<file path="src/rtl/vga_ds_pkg.sv">
// Shared types and default widths for the VGA/debug register read scheduler.
package vga_ds_pkg;

  localparam int ADDR_W_DEF     = 5;
  localparam int DATA_W_DEF     = 32;
  localparam int STARVE_LIM_DEF = 4;

  typedef enum logic [1:0] {IDLE, READ, DONE} state_t;
  typedef enum logic       {GNT_VGA, GNT_DBG} owner_t;

endpackage

</file>
<file path="src/rtl/vga_sched_arb.sv">
// Picks the owner of the next register read from pending flags and the VGA streak.
// Purely combinational; VGA is favoured until the streak limit is reached.
module vga_sched_arb
  import vga_ds_pkg::*;
#(
  parameter int STARVE_LIM = STARVE_LIM_DEF,
  parameter int STREAK_W   = $clog2(STARVE_LIM + 1)
) (
  input  logic                vga_pend,
  input  logic                dbg_pend,
  input  logic [STREAK_W-1:0] streak,
  output logic                gnt,
  output logic                owner
);

  always_comb begin
    gnt   = vga_pend | dbg_pend;
    owner = GNT_VGA;
    if (dbg_pend && (!vga_pend || streak == STREAK_W'(STARVE_LIM)))
      owner = GNT_DBG;
  end

endmodule

</file>
<file path="src/rtl/vga_reg_sched.sv">
// Shares one register read port between VGA and debug; request-to-valid latency 2 cycles, one read per 3 cycles.
// No backpressure: VGA requests coalesce (latest address wins), debug requests while busy are dropped; VGA_REG_SCHED_STATS_EN adds counters.
module vga_reg_sched
  import vga_ds_pkg::*;
#(
  parameter int ADDR_W     = ADDR_W_DEF,
  parameter int DATA_W     = DATA_W_DEF,
  parameter int STARVE_LIM = STARVE_LIM_DEF
) (
  input  logic              clk,
  input  logic              resetn,
  input  logic              vga_req,
  input  logic [ADDR_W-1:0] vga_addr,
  output logic              vga_valid,
  output logic [DATA_W-1:0] vga_data,
  input  logic              dbg_req,
  input  logic [ADDR_W-1:0] dbg_addr,
  output logic              dbg_busy,
  output logic              dbg_ack,
  output logic [DATA_W-1:0] dbg_data,
  output logic [ADDR_W-1:0] regAddr,
  input  logic [DATA_W-1:0] regData
`ifdef VGA_REG_SCHED_STATS_EN
  ,
  output logic [15:0]       vga_cnt,
  output logic [15:0]       dbg_cnt
`endif
);

  localparam int STREAK_W = $clog2(STARVE_LIM + 1);

  state_t              state, state_nxt;
  owner_t              owner_q;
  logic                vga_pend, dbg_pend, vga_rearm;
  logic [ADDR_W-1:0]   vga_addr_q, dbg_addr_q;
  logic [STREAK_W-1:0] streak;
  logic                dbg_accept, vga_pend_eff, dbg_pend_eff;
  logic                arb_gnt, arb_owner, grant;
  logic                done_vga, done_dbg;

  // Pulses arriving in IDLE are visible to the arbiter in the same cycle.
  assign dbg_accept   = dbg_req & ~dbg_pend;
  assign vga_pend_eff = vga_pend | vga_req;
  assign dbg_pend_eff = dbg_pend | dbg_accept;
  assign grant        = (state == IDLE) & arb_gnt;
  assign done_vga     = (state == DONE) & (owner_q == GNT_VGA);
  assign done_dbg     = (state == DONE) & (owner_q == GNT_DBG);

  vga_sched_arb #(
    .STARVE_LIM (STARVE_LIM),
    .STREAK_W   (STREAK_W)
  ) u_arb (
    .vga_pend (vga_pend_eff),
    .dbg_pend (dbg_pend_eff),
    .streak   (streak),
    .gnt      (arb_gnt),
    .owner    (arb_owner)
  );

  always_ff @(posedge clk) begin
    if (resetn) state <= IDLE;
    else        state <= state_nxt;
  end

  always_comb begin
    state_nxt = state;
    case (state)
      IDLE:    if (grant) state_nxt = READ;
      READ:    state_nxt = DONE;
      DONE:    state_nxt = IDLE;
      default: state_nxt = IDLE;
    endcase
  end

  always_comb begin
    vga_valid = ~resetn & done_vga;
    dbg_ack   = ~resetn & done_dbg;
    dbg_busy  = ~resetn & dbg_pend;
  end

  always_ff @(posedge clk) begin
    if (resetn) begin
      owner_q    <= GNT_VGA;
      vga_pend   <= 1'b0;
      dbg_pend   <= 1'b0;
      vga_rearm  <= 1'b0;
      vga_addr_q <= '0;
      dbg_addr_q <= '0;
      streak     <= '0;
      regAddr    <= '0;
      vga_data   <= '0;
      dbg_data   <= '0;
    end else begin
      if (vga_req)    vga_addr_q <= vga_addr;
      if (dbg_accept) dbg_addr_q <= dbg_addr;

      // A VGA request during its own service must survive the DONE clear.
      if (vga_req)                    vga_pend <= 1'b1;
      else if (done_vga && !vga_rearm) vga_pend <= 1'b0;

      if (state != IDLE && owner_q == GNT_VGA) vga_rearm <= vga_rearm | vga_req;
      else                                     vga_rearm <= 1'b0;

      if (dbg_accept)    dbg_pend <= 1'b1;
      else if (done_dbg) dbg_pend <= 1'b0;

      if (!dbg_pend_eff)                     streak <= '0;
      else if (grant && arb_owner == GNT_DBG) streak <= '0;
      else if (grant)                        streak <= streak + STREAK_W'(1);

      if (grant) begin
        owner_q <= owner_t'(arb_owner);
        regAddr <= (arb_owner == GNT_DBG) ? (dbg_accept ? dbg_addr : dbg_addr_q)
                                          : (vga_req    ? vga_addr : vga_addr_q);
      end

      if (state == READ) begin
        if (owner_q == GNT_VGA) vga_data <= regData;
        else                    dbg_data <= regData;
      end
    end
  end

`ifdef VGA_REG_SCHED_STATS_EN
  always_ff @(posedge clk) begin
    if (resetn) begin
      vga_cnt <= '0;
      dbg_cnt <= '0;
    end else begin
      if (done_vga && vga_cnt != 16'hFFFF) vga_cnt <= vga_cnt + 16'd1;
      if (done_dbg && dbg_cnt != 16'hFFFF) dbg_cnt <= dbg_cnt + 16'd1;
    end
  end
`endif

endmodule

</file>
<file path="config.mk">
export PLATFORM = sky130hd
export DESIGN_NAME = vga_reg_sched
export DESIGN_NICKNAME = d
export VERILOG_FILES = /design/src/rtl/vga_ds_pkg.sv /design/src/rtl/vga_sched_arb.sv /design/src/rtl/vga_reg_sched.sv
export SDC_FILE = /design/constraint.sdc
export NUM_CORES = 1
export LEC_CHECK = 0
export CELL_PAD_IN_SITES_DETAIL_PLACEMENT = 1
export CELL_PAD_IN_SITES_GLOBAL_PLACEMENT = 2
export CORE_AREA = 2 2 135 104
export CTS_CLUSTER_DIAMETER = 30
export DETAILED_ROUTE_END_ITERATION = 6
export DIE_AREA = 0 0 137 106
export DONT_BUFFER_PORTS = 1
export GPL_TIMING_DRIVEN = 0
export HOLD_SLACK_MARGIN = 0.06
export PLACE_DENSITY = 0.62
export RECOVER_POWER = 25
export SLEW_MARGIN = 20
export SYNTH_ARGS = -nofsm -noshare
export SYNTH_HDL_FRONTEND = slang
export SYNTH_SLANG_ARGS = --single-unit
</file>
<file path="constraint.sdc">
create_clock -name clk -period 1.5 [get_ports clk]
set_clock_uncertainty 0.2 [all_clocks]
set_input_delay 0.3 -clock clk [delete_from_list [all_inputs] [get_ports clk]]
set_output_delay 0.3 -clock clk [all_outputs]
set_load 0.02 [all_outputs]
</file>
* Yosys cells after proc, flatten, opt, wreduce, memory -nomap -nowiden
Cells that the tools add are included.
** Operators by class
- $add $sub $neg :: 1
- Eq/ne operators :: 4
- Multiplexer cells :: 10
- Bitwise logic cells :: 16
- Reduce and logical (&&, ||, !) cells :: 15
** Operator list (count)
- $mux W5 :: 3
- $and A1 B1 Y1 :: 7
- $reduce_bool A2 Y1 :: 3
- $mux W1 :: 5
- $not A1 Y1 :: 5
- $logic_and A1 B1 Y1 :: 4
- $or A1 B1 Y1 :: 4
- $pmux W2 S2 :: 1
- $reduce_and A2 Y1 :: 2
- $add A3 B1 Y3 const B :: 1
- $eq A3 B3 Y1 const B :: 1
- $reduce_or A3 Y1 :: 1
- $eq A2 B1 Y1 const B :: 1
- $eq A2 B2 Y1 const B :: 1
- $logic_not A1 Y1 :: 2
- $logic_not A2 Y1 :: 1
- $mux W2 :: 1
- $ne A2 B2 Y1 const B :: 1
- $reduce_or A2 Y1 :: 1
- $logic_or A1 B1 Y1 :: 1
** Word-level totals
- Flip-flop bits (word level) :: 88
- Output and inout port bits :: 72
- Logic and storage cells :: 57

* Longest topological paths before layout
Gate-level depths: netlist (run 1).
- Depth in word-level cells :: 7
- Gate-level depth with buffers :: 6

* Modules after synthesis
A second synthesis (run 1) with hierarchy kept.
** Unflattened totals
- Cells, all modules :: 395
- Area, all modules :: 3249.4 sq um
** By module, submodules not included
- vga_reg_sched :: times used 1, cells each 391, area an instance 3219.3 sq um, sequential area each 1761.7 sq um
- vga_sched_arb :: times used 1, cells each 4, area an instance 30.0 sq um, sequential area each 0.0 sq um

* Worst setup path after synthesis (run 1)
Ideal clock, no wire load.
- Kind :: input to output
- From :: input resetn
- To :: output dbg_ack
- Data arrival time :: 1.150 ns
- Data required time :: 1.000 ns
- Slack :: -0.150 ns
- Stages on the path :: 3
- Buffers on the path :: 2
- Cells stage by stage :: clkbuf_1 -> clkbuf_1 -> nor3_1
** Between the ends
- Cells in the longest elaborated chain, start to end :: 2
** RTL lines
- from (decl) :: line vga_reg_sched.sv:11 : input logic resetn,
- $not A1 Y1 :: line vga_reg_sched.sv:77 : dbg_ack = ~resetn & done_dbg;
- $and A1 B1 Y1 :: line vga_reg_sched.sv:77
- to (decl) :: line vga_reg_sched.sv:19 : output logic dbg_ack,
Every way passes these cells.

* Final worst setup path (run 1)
- From :: register owner_q
- To :: output dbg_ack
** Between the ends
- Cells in the longest elaborated chain, start to end :: 2
** RTL lines
- from (decl) :: line vga_reg_sched.sv:33 : owner_t owner_q;
- from (signal assigned) :: line vga_reg_sched.sv:112 : owner_q <= owner_t'(arb_owner);
- $and A1 B1 Y1 :: line vga_reg_sched.sv:47 : assign done_dbg = (state == DONE) & (owner_q == GNT_DBG);
- $and A1 B1 Y1 :: line vga_reg_sched.sv:77
Every way passes these cells.

==> results of run 1 <==
[stage by stage]
stage | total power [mW] | setup TNS (ns) | instances
CTS | 5.61 | -0.429 | 627
global route | 5.93 | -3.82 | 639
detailed placement | 3.17 | -24.65 | 564
global placement | 3.15 | -23.42 | 564
finish | 5.64 | -2.17 | 639
floorplan | 3.02 | -0.330 | 389
[per-layer routing]
layer / vias to the layer above / part of all wire
met5: - / 0
met4: 0 / 0.015
met3: 12 / 0.098
met2: 81 / 0.45
met1: 1400 / 0.43
li1: 1407 / -
[power by group]
group | total, mW | switching [mW] | internal [mW]
logic | 0.755 | 0.394 | 0.361
registers | 2.66 | 0.205 | 2.46
clock network | 2.22 | 0.948 | 1.28
total | 5.64 | 1.55 | 4.10
[worst paths after layout]
kind	from	endpoint	slack (ns)	depth (start not counted)
worst min register to register	vga_rearm$_SDFF_PP0_	vga_rearm$_SDFF_PP0_	0.30	2
worst max-delay path	owner_q$_SDFFE_PP0P_	dbg_ack	-0.14	2
worst min-delay path	dbg_req	dbg_pend$_SDFFE_PP0P_	0.07	3
worst max register to register	owner_q$_SDFFE_PP0P_	dbg_data[1]$_SDFFE_PP0P_	-0.08	6
[sequential cells by signal (all words and copies together), names as in the netlist]
signal / count
owner_q: 1
vga_addr_q: 5
vga_rearm: 1
regAddr: 5
dbg_pend: 1
state: 2
streak: 3
dbg_addr_q: 5
vga_data: 32
vga_pend: 1
dbg_data: 32
[cell type report]
type                    count  share of cell area
multi-input cells         270               0.362
flip-flops and latches     88               0.357
repair buffers             61               0.126
plain buffers              25              0.0488
clock buffers               9              0.0453
well taps                 175              0.0440
clock inverters             6              0.0123
inverters                   5             0.00528
[layout by cell type (no fill, tap or decap), types with 4 or more instances in the layout]
cell type,instances
nor2_4,5
a21oi_1,38
buf_4,16
dfxtp_1,81
o21ai_1,4
mux2_4,5
nand2_2,5
nand2_1,102
nand2_4,25
buf_6,11
dfxtp_2,5
nand3b_1,5
mux2i_1,10
clkbuf_1,6
dlygate4sd3_1,43
nor2_1,16
clkbuf_16,12
a21oi_2,30
[Yosys cell counts (all sizes together)]
cell	instances	area (um2)
nand2	132	495
dfxtp	88	1760
a21oi	68	340
nor2	21	78.8
buf	17	93.8
mux2i	10	100
clkbuf	9	33.8
o21ai	7	38.8
inv	5	18.8
mux2	5	56.3
nand3b	5	37.5
nand2b	4	25.0
ha	2	25.0
nand3	2	10.0
nor2b	2	12.5
nor3	2	10.0
or2	2	12.5
a211o	1	8.76
a21boi	1	7.51
a32o	1	10.0
nor3b	1	7.51
nor4	1	6.26
o2bb2ai	1	15.0
o31a	1	8.76
or3	1	6.26
[timing repair]
item / in CTS / in global routing
cloned: 0 / 3
setup buffers: 6 / 9
hold buffers: 43 / 0
hold endpoints to repair: 75 / 0
pin swaps: 5 / 35
resized for setup: 58 / 115
setup endpoints to repair: 73 / 72
[critical path: stages, from the launching register on]
cell and delay [ns]:
dfxtp_4 0.42, inv_8 0.04, nor3_4 0.32
[kinds of logic after synthesis]
group                      synth area share
AOI/OAI and AO/OA                     0.133
adders and majority gates           0.00777
buffers and inverters                0.0455
DFF                                   0.547
muxes                                0.0486
and+or+nand+nor                       0.218
==> impl_metrics.py, run 1 <==
metrics = {
    "outcome": {
        "status": "complete, but fails checks",
        "failed_checks": "negative setup slack",
    },
    "floorplanning": {
        "die_area_um2": 14500,
        "die_width_um": 137,
        "floorplan.initialDensity": 0.242,
        "floorplan.die.height_um": 106,
        "num_io_pins": 118,
        "core_area_um2": 13300,
        "std_cell_rows": 37,
    },
    "grt": {
        "first_global_vias": 2879,
        "overflow": 0,
        "grt_busiest_layer": "met2",
        "grt.met2_usage": 0.216,
        "grt_antenna_before_repair": 0,
        "grt_util_met3": 0.0711,
        "grt_pass1_wl_um": 16000,
        "grt_max_degree": 15,
        "globalRouteTotalUtil": 0.146,
        "met1_usage": 0.183,
    },
    "logic_synthesis": {
        "synthDistinctLibCells": 31,
        "syn-cell-area_um2": 3220,
        "post_synth.cell_area_avg_um2": 8.28,
        "synth-seq-cells": 88,
        "mapped_cells": 389,
        "mappedNetlistNets": 437,
        "seq_area_frac_synth": 0.547,
        "ys_warn_count": 0,
    },
    "worst_setup_path": {
        "end_kind": "output port",
        "timing.critical_path.required_ns": 1.00,
        "cp_data_arrival_time_ns": 1.14,
        "crit_type": "reg2out",
        "crit_fanout": 5,
        "worstSetupStartpointType": "flip-flop",
    },
    "clock_tree": {
        "cts_num_sinks": 88,
        "cts_tree": "yes",
        "ctsRootBufferMaster": "clkbuf_16",
        "cts-root-to-sink-buffers": 2,
        "path_clk_slew_ns": 0.06,
        "cts_inserted_buffers": 9,
        "clk-insertion-delay-late_ns": 0.34,
        "ctsHtreeMaxLevel": 3,
    },
    "finish": {
        "num-fill-cells": 1530,
        "area_of_the_multi_input_gates_um2": 1800,
        "ant_diodes": 0,
        "fin_nets": 508,
        "layout-area-overhead-vs-synth_pct": 54.4,
        "seq_area_um2": 1780,
        "finish.instance_area_um2": 4970,
        "layout-drive-gt1-share": 0.321,
        "finish.utilization": 0.373,
    },
    "placed_design": {
        "postPlaceCellArea_um2": 3470,
        "detailed_place_hpwl_um": 7250,
        "dp_worst_setup_slack_ns": -0.524,
        "portBuffers": 0,
        "gpl.final_weighted_congestion": 0.689,
    },
    "power_and_ir_drop": {
        "power-per-cell-area_nw_per_um2": 1130,
        "power.leakage_nw": 1.79,
        "ir_drop_mv": 0.582,
    },
    "min_path": {
        "timing.hold.worst.class": "in2reg",
    },
    "timing": {
        "finalHoldViolCount": 0,
        "maxSlewHeadroom": 0.499,
        "setup_viol": 39,
        "slew_viol_final": 0,
        "highest_achievable_clock_rate_ghz": 0.612,
        "whs_ns": 0.0748,
        "fin_ws_ns": -0.135,
        "worst-slew-pin-transition_ns": 0.751,
        "unrepaired_setup_endpoints_after_global_routing": "true",
        "layout_worst_path_cycle_share": 1.09,
        "timing.final.crit_period_ns": 1.64,
    },
    "route": {
        "vias": 2900,
        "route.detailed.drc": 0,
        "drt_iter0_markers": 63,
        "wirelength_um": 10700,
        "via_per_inst": 4.54,
        "final_antenna_violating_net_count": 0,
        "routed_wire_length_per_instance_um": 16.7,
        "drt_pass1_iterations": 6,
    },
    "run": {
        "drv.max_cap_violation_count": 0,
    },
}
Power figures use the tool's default switching activity.
==> inputs of run 2 (changes only) <==
--- a/config.mk
+++ b/config.mk
@@ -8,13 +8,14 @@
 export CELL_PAD_IN_SITES_DETAIL_PLACEMENT = 1
 export CELL_PAD_IN_SITES_GLOBAL_PLACEMENT = 2
 export CORE_AREA = 2 2 135 104
-export CTS_CLUSTER_DIAMETER = 30
+export CTS_BUF_LIST = sky130_fd_sc_hd__clkbuf_8
+export CTS_CLUSTER_DIAMETER = 100
 export DETAILED_ROUTE_END_ITERATION = 6
 export DIE_AREA = 0 0 137 106
 export DONT_BUFFER_PORTS = 1
 export GPL_TIMING_DRIVEN = 0
 export HOLD_SLACK_MARGIN = 0.06
-export PLACE_DENSITY = 0.62
+export PLACE_DENSITY = 0.68
 export RECOVER_POWER = 25
 export SLEW_MARGIN = 20
 export SYNTH_ARGS = -nofsm -noshare
==> impl_metrics.py, run 2 (synthesis results as in run 1) <==
metrics = {
    "route": {
        "via_per_inst": 4.49,
        "route.detailed.drc": 0,
        "final_antenna_violating_net_count": 0,
        "vias": 2875,
        "drt_iter0_markers": 59,
        "drt_pass1_iterations": 4,
        "wirelength_um": 10700,
        "routed_wire_length_per_instance_um": 16.8,
    },
    "grt": {
        "met1_usage": 0.172,
        "grt.met2_usage": 0.243,
        "grt_pass1_wl_um": 16400,
        "grt_antenna_before_repair": 0,
        "grt_util_met3": 0.0839,
        "overflow": 0,
        "first_global_vias": 3074,
        "grt_max_degree": 16,
        "globalRouteTotalUtil": 0.151,
        "grt_busiest_layer": "met2",
    },
    "timing": {
        "setup_viol": 67,
        "totalNegativeSetupSlack_ns": -4.88,
        "timing.final.crit_period_ns": 1.72,
        "whs_ns": 0.0932,
        "fin_ws_ns": -0.221,
        "worst-slew-pin-transition_ns": 0.641,
        "layout_worst_path_cycle_share": 1.15,
        "unrepaired_setup_endpoints_after_global_routing": "true",
        "highest_achievable_clock_rate_ghz": 0.581,
        "slew_viol_final": 0,
        "finalHoldViolCount": 0,
        "maxSlewHeadroom": 0.572,
    },
    "power_and_ir_drop": {
        "power_switching_share": 0.282,
        "power.leakage_nw": 1.66,
        "p_int_mw": 3.78,
        "combinationalPowerShare": 0.134,
        "power.clock.fraction": 0.362,
        "netSwitchingPower_mw": 1.49,
        "power-per-cell-area_nw_per_um2": 1170,
        "report.power.total_mw": 5.26,
        "ir_drop_mv": 0.531,
        "power_frac_seq": 0.504,
    },
    "finish": {
        "layout-drive-gt1-share": 0.202,
        "layout.cells.most_common": "nand2_1",
        "num-fill-cells": 1565,
        "most-common-layout-cells": "nand2_1 (132), dfxtp_1 (81), a21oi_1 (65)",
        "ant_diodes": 0,
        "fin_nets": 508,
        "area_of_the_multi_input_gates_um2": 1490,
        "layout-area-overhead-vs-synth_pct": 39.2,
        "instances_no_fill": 640,
        "seq_area_um2": 1780,
        "layout_top_registers": "dbg_data x32, vga_data x32",
    },
    "worst_setup_path": {
        "timing.critical_path.required_ns": 1.00,
        "path_cells": "nand2b_4 > nor3_4",
        "critical-path-top-delay-family": "simple AND/OR/NAND/NOR gates",
        "path_buf_inv": 0,
        "crit_type": "reg2out",
        "r2r_cells": 6,
        "timing.critical_path.depth": 2,
        "critical_path.max_stage_delay_ns": 0.35,
        "crit_fanout": 4,
        "end_kind": "output port",
        "worstSetupStartpointType": "flip-flop",
        "crit_path_slowest_cell": "dfxtp_2",
        "cp_data_arrival_time_ns": 1.22,
    },
    "floorplanning": {
        "die_area_um2": 14500,
        "die_width_um": 137,
        "floorplan.initialDensity": 0.242,
        "core_area_um2": 13300,
        "floorplan.die.height_um": 106,
        "std_cell_rows": 37,
        "num_io_pins": 118,
    },
    "placed_design": {
        "dp_worst_setup_slack_ns": -0.532,
        "portBuffers": 0,
        "placed_cells_incl_taps": 564,
        "gpl.final_weighted_congestion": 0.743,
        "detailed_place_hpwl_um": 7360,
    },
    "outcome": {
        "status": "complete, but fails checks",
        "failed_checks": "negative setup slack",
    },
    "clock_tree": {
        "cts_num_sinks": 88,
        "cts-root-to-sink-buffers": 2,
        "clk-insertion-delay-late_ns": 0.37,
        "ctsHtreeMaxLevel": 3,
        "cts_inserted_buffers": 9,
        "cts_tree": "yes",
        "path_clk_slew_ns": 0.09,
        "ctsRootBufferMaster": "clkbuf_8",
    },
    "min_path": {
        "timing.hold.worst.class": "in2reg",
        "min_path_cells": 4,
    },
    "run": {
        "drv.max_cap_violation_count": 0,
    },
}
## run 2: cell count changes in the layout (fill, tap and decap cells not counted), moves of 10 or more
cell / delta
clkbuf_16: -12
nand2_4: -25
a21oi_1: +27
clkbuf_8: +10
nand2_1: +30
a21oi_2: -27
## run 2: final cells by class
| cell class | count | share of cell area |
|---|---|---|
| Sequential cell | 88 | 0.396 |
| Multi-Input combinational cell | 270 | 0.332 |
| Timing Repair Buffer | 60 | 0.130 |
| Tap cell | 175 | 0.0488 |
| Buffer | 26 | 0.0366 |
| Clock buffer | 10 | 0.0307 |
| Clock inverter | 6 | 0.0201 |
| Inverter | 5 | 0.00558 |
## run 2: per-stage QoR
stage | utilization | cell area [um2]
after floorplan | - | 3250
after global placement | 0.260 | 3470
after detailed placement | 0.260 | 3470
after CTS | 0.323 | 4300
after global routing | 0.336 | 4480
final | 0.336 | 4480
## run 2: final timing paths
kind,from,to,slack (ns)
hold / removal,dbg_req,owner_q$_SDFFE_PP0P_,0.09
hold reg to reg,dbg_addr_q[4]$_SDFF_PP0_,dbg_addr_q[4]$_SDFF_PP0_,0.30
setup reg to reg,state[1]$_SDFFE_PP0P_,dbg_data[9]$_SDFFE_PP0P_,-0.11
setup / recovery,state[0]$_SDFFE_PP0P_,dbg_ack,-0.22
## run 2: layer usage
metal | routed length, um | vias to the layer above
met5 | 0 | -
met4 | 101 | 0
met3 | 1080 | 9
met2 | 5090 | 83
met1 | 4450 | 1372
li1 | - | 1411
## run 2: power by group through the flow
stage               combinational, mW  clock (mW)  sequential, mW
global placement                0.444           0            2.70
detailed placement              0.461           0            2.71
CTS                             0.630        1.97            2.65
global route                    0.786        2.07            2.67
floorplan                       0.341           0            2.67
finish                          0.706        1.91            2.65
## run 2: timing repair
action                     4_1_cts  5_1_grt
gates resized for setup         37       35
pin swaps                        6        7
setup endpoints to repair       73       75
hold endpoints to repair        76        0
hold buffers                    43        0
buffers inserted                 7       10
## run 2: worst reg2reg max path: cells and delay by family (launching register included)
family	cells	cell delay [ns]
and+or+nand+nor	3	0.53
DFF	1	0.36
buffers and inverters	2	0.33
AOI/OAI and AO/OA	1	0.06
